<file path="config.mk">
export PLATFORM = sky130hd
export DESIGN_NAME = fifo_wr_packer_flat
export DESIGN_NICKNAME = d
export VERILOG_FILES = /design/src/rtl/fifo_wr_packer_if.sv /design/src/rtl/fifo_wr_packer.sv /design/src/flat_wrapper.sv
export SDC_FILE = /design/constraint.sdc
export NUM_CORES = 1
export LEC_CHECK = 0
export CORE_MARGIN = 2
export CORE_UTILIZATION = 45
export DETAILED_ROUTE_END_ITERATION = 10
export PLACE_DENSITY = 0.89
export SLEW_MARGIN = 25
export SYNTH_ARGS = -nofsm -noshare
export SYNTH_HDL_FRONTEND = slang
export SYNTH_SLANG_ARGS = --single-unit
</file>
<file path="constraint.sdc">
create_clock -name wclk -period 2.6 [get_ports wclk]
set_clock_uncertainty 0.05 [all_clocks]
set_input_delay 0.26 -clock wclk [delete_from_list [all_inputs] [get_ports wclk]]
set_output_delay 0.26 -clock wclk [all_outputs]
set_load 0.03 [all_outputs]
</file>
<file path="src/rtl/fifo_wr_packer_if.sv">
// Interface bundling the packer's request inputs and its FIFO write-side outputs.
// The master modport is the packer; the slave modport is whatever drives and observes it.
interface fifo_wr_packer_if #(
  parameter int DATA_WIDTH     = 8,
  parameter int ALU_WIDTH      = 16,
  parameter int DROP_CNT_WIDTH = 4
);
  logic [ALU_WIDTH-1:0]      alu_out;
  logic                      alu_valid;
  logic [DATA_WIDTH-1:0]     rd_data;
  logic                      rd_valid;
  logic                      wfull;
  logic [DATA_WIDTH-1:0]     wdata;
  logic                      winc;
  logic                      busy;
  logic [DROP_CNT_WIDTH-1:0] drop_cnt;

  modport master (
    input  alu_out, alu_valid, rd_data, rd_valid, wfull,
    output wdata, winc, busy, drop_cnt
  );

  modport slave (
    output alu_out, alu_valid, rd_data, rd_valid, wfull,
    input  wdata, winc, busy, drop_cnt
  );
endinterface

</file>
<file path="src/rtl/fifo_wr_packer.sv">
// Serialises a 16-bit ALU result or an 8-bit register read into FIFO bytes, LSB first.
// Requests seen while a transfer is pending are dropped and counted (saturating).
module fifo_wr_packer #(
  parameter int DATA_WIDTH     = 8,
  parameter int ALU_WIDTH      = 16,
  parameter int DROP_CNT_WIDTH = 4
) (
  input  logic               wclk,
  input  logic               wrst_n,
  fifo_wr_packer_if.master   bus
);
  localparam int NBYTES = ALU_WIDTH / DATA_WIDTH;
  localparam int IDX_W  = $clog2(NBYTES + 1);

  typedef enum logic {
    IDLE = 1'b0,
    SEND = 1'b1
  } state_t;

  state_t                    r_state;
  state_t                    w_next_state;
  logic [ALU_WIDTH-1:0]      r_shift;
  logic [IDX_W-1:0]          r_idx;
  logic [IDX_W-1:0]          r_cnt;
  logic [DROP_CNT_WIDTH-1:0] r_drop_cnt;

  logic                      w_winc;
  logic                      w_last;
  logic                      w_accept_alu;
  logic                      w_accept_rd;
  logic [1:0]                w_drop_inc;
  logic [DROP_CNT_WIDTH:0]   w_drop_sum;

  // NOTE: every signal assigned in always_comb gets a default first, so no path leaves it unassigned and no latch is inferred.
  always_comb begin
    w_next_state = r_state;
    w_winc       = 1'b0;
    w_accept_alu = 1'b0;
    w_accept_rd  = 1'b0;
    w_drop_inc   = 2'd0;
    w_last       = (r_idx == r_cnt - IDX_W'(1));
    case (r_state)
      IDLE: begin
        if (bus.alu_valid) begin
          w_accept_alu = 1'b1;
          w_next_state = SEND;
          if (bus.rd_valid) w_drop_inc = 2'd1;
        end else if (bus.rd_valid) begin
          w_accept_rd  = 1'b1;
          w_next_state = SEND;
        end
      end
      SEND: begin
        w_winc     = !bus.wfull;
        // No back-to-back acceptance: the final SEND cycle still drops strobes.
        w_drop_inc = {1'b0, bus.alu_valid} + {1'b0, bus.rd_valid};
        if (w_winc && w_last) w_next_state = IDLE;
      end
      default: w_next_state = IDLE;
    endcase
  end

  assign w_drop_sum = {1'b0, r_drop_cnt} + (DROP_CNT_WIDTH+1)'(w_drop_inc);

  // NOTE: sequential state uses non-blocking assignments so every register samples pre-edge values.
  always_ff @(posedge wclk or negedge wrst_n) begin
    if (!wrst_n) r_state <= IDLE;
    else         r_state <= w_next_state;
  end

  always_ff @(posedge wclk or negedge wrst_n) begin
    if (!wrst_n) begin
      r_shift    <= '0;
      r_idx      <= '0;
      r_cnt      <= '0;
      r_drop_cnt <= '0;
    end else begin
      if (w_accept_alu) begin
        r_shift <= bus.alu_out;
        r_cnt   <= IDX_W'(NBYTES);
        r_idx   <= '0;
      end else if (w_accept_rd) begin
        r_shift <= ALU_WIDTH'(bus.rd_data);
        r_cnt   <= IDX_W'(1);
        r_idx   <= '0;
      end else if (w_winc && !w_last) begin
        r_shift <= r_shift >> DATA_WIDTH;
        r_idx   <= r_idx + IDX_W'(1);
      end

      if (w_drop_sum[DROP_CNT_WIDTH]) r_drop_cnt <= '1;
      else                            r_drop_cnt <= w_drop_sum[DROP_CNT_WIDTH-1:0];
    end
  end

  // winc is purely a function of state and wfull, so a reset drops it without waiting for a clock.
  assign bus.wdata    = r_shift[DATA_WIDTH-1:0];
  assign bus.winc     = w_winc;
  assign bus.busy     = (r_state == SEND);
  assign bus.drop_cnt = r_drop_cnt;
endmodule

</file>
<file path="src/flat_wrapper.sv">
// flat-port wrapper written by rule: the top's interface ports become plain ports
module fifo_wr_packer_flat 
#(
  parameter int DATA_WIDTH     = 8,
  parameter int ALU_WIDTH      = 16,
  parameter int DROP_CNT_WIDTH = 4
)
  (wclk, wrst_n, bus_alu_out, bus_alu_valid, bus_rd_data, bus_rd_valid, bus_wfull, bus_wdata, bus_winc, bus_busy, bus_drop_cnt);
  fifo_wr_packer_if #(.DATA_WIDTH(DATA_WIDTH), .ALU_WIDTH(ALU_WIDTH), .DROP_CNT_WIDTH(DROP_CNT_WIDTH)) bus_i ();
  input  logic wclk;
  input  logic wrst_n;
  input wire logic [$bits(bus_i.alu_out)-1:0] bus_alu_out;
  input wire logic [$bits(bus_i.alu_valid)-1:0] bus_alu_valid;
  input wire logic [$bits(bus_i.rd_data)-1:0] bus_rd_data;
  input wire logic [$bits(bus_i.rd_valid)-1:0] bus_rd_valid;
  input wire logic [$bits(bus_i.wfull)-1:0] bus_wfull;
  output wire logic [$bits(bus_i.wdata)-1:0] bus_wdata;
  output wire logic [$bits(bus_i.winc)-1:0] bus_winc;
  output wire logic [$bits(bus_i.busy)-1:0] bus_busy;
  output wire logic [$bits(bus_i.drop_cnt)-1:0] bus_drop_cnt;
  assign bus_i.alu_out = bus_alu_out;
  assign bus_i.alu_valid = bus_alu_valid;
  assign bus_i.rd_data = bus_rd_data;
  assign bus_i.rd_valid = bus_rd_valid;
  assign bus_i.wfull = bus_wfull;
  assign bus_wdata = bus_i.wdata;
  assign bus_winc = bus_i.winc;
  assign bus_busy = bus_i.busy;
  assign bus_drop_cnt = bus_i.drop_cnt;
  fifo_wr_packer #(.DATA_WIDTH(DATA_WIDTH), .ALU_WIDTH(ALU_WIDTH), .DROP_CNT_WIDTH(DROP_CNT_WIDTH)) u_core (.wclk(wclk), .wrst_n(wrst_n), .bus(bus_i));
endmodule
</file>
==> results.sh <==
export IMPL_maxCapViolations=0
export IMPL_synth_seq_area_share=0.472
export IMPL_die_w_um=58.3
export IMPL_p_leak_uw=0.000793
export IMPL_port_buffers=42
export IMPL_period_needed_ns=2.38
export IMPL_use_met1=0.229
export IMPL_tightest_slew_ns=0.676
export IMPL_first_iter_violations=30
export IMPL_fill_cells=232
export IMPL_grt_max_degree=26
export IMPL_cts_max_level=1
export IMPL_ys_warn_count=0
export IMPL_antenna_found_initial=0
export IMPL_cts_setup_buffers=0
export IMPL_setup_violations_final=0
export IMPL_grt_setup_unrepaired="no"
export IMPL_max_stage_delay_ns=0.68
export IMPL_hold_viol=0
export IMPL_num_vias=1049
export IMPL_drc=0
export IMPL_rows=19
export IMPL_final_max_slew_viol_count=0
export IMPL_cp_end_kind="output port"
export IMPL_drtPass1Iterations=4
export IMPL_final_setup_tns_ns=0
export IMPL_start_kind="flop"
export IMPL_ioPinCount=43
export IMPL_postCtsHoldBufs=0
export IMPL_hp_class="in -> async"
export IMPL_dieArea_um2=3400
export IMPL_slew_headroom=0.548
export IMPL_post_place_ws_ns=0.192
export IMPL_stdcell_area_um2=1760
export IMPL_overflow=0
export IMPL_wirelength_um=2960
export IMPL_cts_buffer_depth=2
export IMPL_syn_area_per_cell_um2=10.7
export IMPL_layout_drive_gt1_share=0.118
export IMPL_crit_family="buffers and inverters"
export IMPL_cp_required_ns=2.29
export IMPL_placed_cell_area_um2=1730
export IMPL_crit_path_max_fanout=16
export IMPL_cts_tree="yes"
export IMPL_clk_pin_slew_worst_paths_ns=0.14
export IMPL_status="completed"
export IMPL_die_y_um=58.3
export IMPL_grt_usage=0.191
export IMPL_grt_pass1_vias=1042
export IMPL_utilization=0.632
export IMPL_ctsResizeCount=0
export IMPL_start_util=0.477
export IMPL_num_antenna_cells=0
export IMPL_critPathBufInv=2
export IMPL_coreArea_um2=2780
export IMPL_synth_area_um2=1330
export IMPL_fmaxAchievable_mhz=420
export IMPL_synth_seq_cells=25
export IMPL_cts_buffers=3
export IMPL_ys_types=28
export IMPL_synth_fp_nets=159
export IMPL_wire_per_inst_um=15.4
export IMPL_crit_type="reg -> out"
export IMPL_grtUsageMet2=0.334
export IMPL_dp_hpwl_um=2310
export IMPL_path_cells="nand2b_1 -> inv_1 -> clkdlybuf4s50_1"
export IMPL_cts_sinks=25
export IMPL_met3_usage=0.0352
export IMPL_area_growth_pct=32.5
export IMPL_fin_nets=197
export IMPL_ant_nets=0
export IMPL_grt_busiest_layer="met2"
export IMPL_fin_crit_sh=0.916
export IMPL_setup_ws_ns=0.218
export IMPL_clk_latency_ns=0.32
export IMPL_via_per_inst=5.46
export IMPL_grt_pass1_wl_um=4880
export IMPL_power_density_nw_per_um2=1040
export IMPL_vdd_ir_drop_max_v=0.000777
export IMPL_gp_congestion=0.725
export IMPL_crit_arrival_ns=2.07
export IMPL_postSynthCellCount=124
export IMPL_root_buffer="clkbuf_4"
export IMPL_cpMaxStageDelayCell="dfrtp_1"
[placed cells by master, fill, tap and decap left out, types with 2 or more instances in the layout]
| cell | count |
|---|---|
| a22o_1 | 8 |
| nor3_1 | 2 |
| a21oi_1 | 4 |
| clkdlybuf4s50_1 | 42 |
| nor2b_1 | 2 |
| a22oi_1 | 8 |
| inv_1 | 9 |
| mux2_2 | 10 |
| buf_4 | 3 |
| clkbuf_4 | 3 |
| dfrtp_1 | 25 |
| nand2_1 | 12 |
| nor2_1 | 2 |
| ha_1 | 5 |
| o21ai_0 | 9 |
| nand2b_1 | 5 |
[power breakdown]
group          leakage [uW]  switching [uW]  internal [uW]  total [uW]
logic              0.000456             501            455         956
clock network     0.0000177             118           57.6         176
registers          0.000319             128            563         691
total              0.000793             747           1080        1820
[Yosys cell counts]
cell,n,area [um^2]
o21a_1,1,7.51
xor2_1,1,8.76
fa_1,1,20.0
a22o_1,8,70.1
nor3_1,2,10.0
mux2i_2,1,13.8
mux2i_1,1,10.0
buf_2,2,10.0
ha_1,5,62.6
nand2_1,12,45.0
o21ai_4,1,16.3
a21oi_1,4,20.0
or3_1,1,6.26
a21boi_0,1,7.51
dfrtp_1,25,626
buf_4,8,60.1
nor2_1,2,7.51
o21bai_1,1,7.51
buf_1,1,3.75
nor2b_1,2,12.5
mux2_2,10,113
clkbuf_1,1,3.75
o21ai_0,9,45.0
nand2b_1,5,31.3
inv_1,9,33.8
nand3b_1,1,7.51
a22oi_1,8,60.1
a21o_1,1,7.51
[layout make-up]
class                      instances  area (um^2)  area share
timing repair buffer              45          443       0.252
multi-input combinational         78          589       0.335
clock inverter                     1         5.00     0.00285
inverter                           9         33.8      0.0192
sequential                        25          626       0.356
clock buffer                       3         22.5      0.0128
tap                               31         38.8      0.0221
[metal layers]
| layer | up-vias | part of all wire |
|---|---|---|
| li1 | 497 | - |
| met4 | 0 | 0.019 |
| met3 | 6 | 0.041 |
| met1 | 519 | 0.40 |
| met5 | - | 0 |
| met2 | 27 | 0.54 |
[through the flow]
stage	hold WS, ns	power [uW]	cells
after global routing	0.253	1950	192
after global placement	0.431	1610	188
final	0.226	1820	192
after floorplan	-0.0856	1380	124
after detailed placement	0.441	1660	188
after CTS	0.233	1840	192
[path summary, 6_finish.rpt]
| path | end | slack, ns | from | cells past startpoint |
|---|---|---|---|---|
| setup / recovery | bus_winc | 0.22 | u_core.bus.busy$_DFF_PN0_ | 3 |
| hold / removal | u_core.r_shift[0]$_DFFE_PN0P_ | 0.23 | wrst_n | 2 |
| setup reg to reg | u_core.bus.drop_cnt[3]$_DFF_PN0_ | 0.54 | u_core.bus.busy$_DFF_PN0_ | 6 |
| hold reg to reg | u_core.r_shift[2]$_DFFE_PN0P_ | 0.48 | u_core.r_shift[2]$_DFFE_PN0P_ | 1 |
| max in group asynchronous | u_core.bus.drop_cnt[1]$_DFF_PN0_ | 2.03 | wrst_n | 2 |
| min in group wclk | u_core.r_shift[2]$_DFFE_PN0P_ | 0.48 | u_core.r_shift[2]$_DFFE_PN0P_ | 1 |
[registers in the layout, summed over array words and instances (netlist names)]
register and count:
u_core.bus.drop_cnt 4, u_core.bus.busy 1, u_core.r_idx 2, u_core.r_cnt 2
u_core.r_shift 16
[kinds of logic (layout without fill, tap and decap cells)]
family	Yosys count	in the layout	share of synthesized area
and+or+nand+nor	25	25	0.0906
muxes	12	12	0.103
AOI/OAI and AO/OA	34	34	0.182
xor gates and xnor gates	1	1	0.00660
buffers and inverters	21	58	0.0840
DFF	25	25	0.472
adders and majority gates	6	6	0.0623
Power figures use the tool's default switching activity.
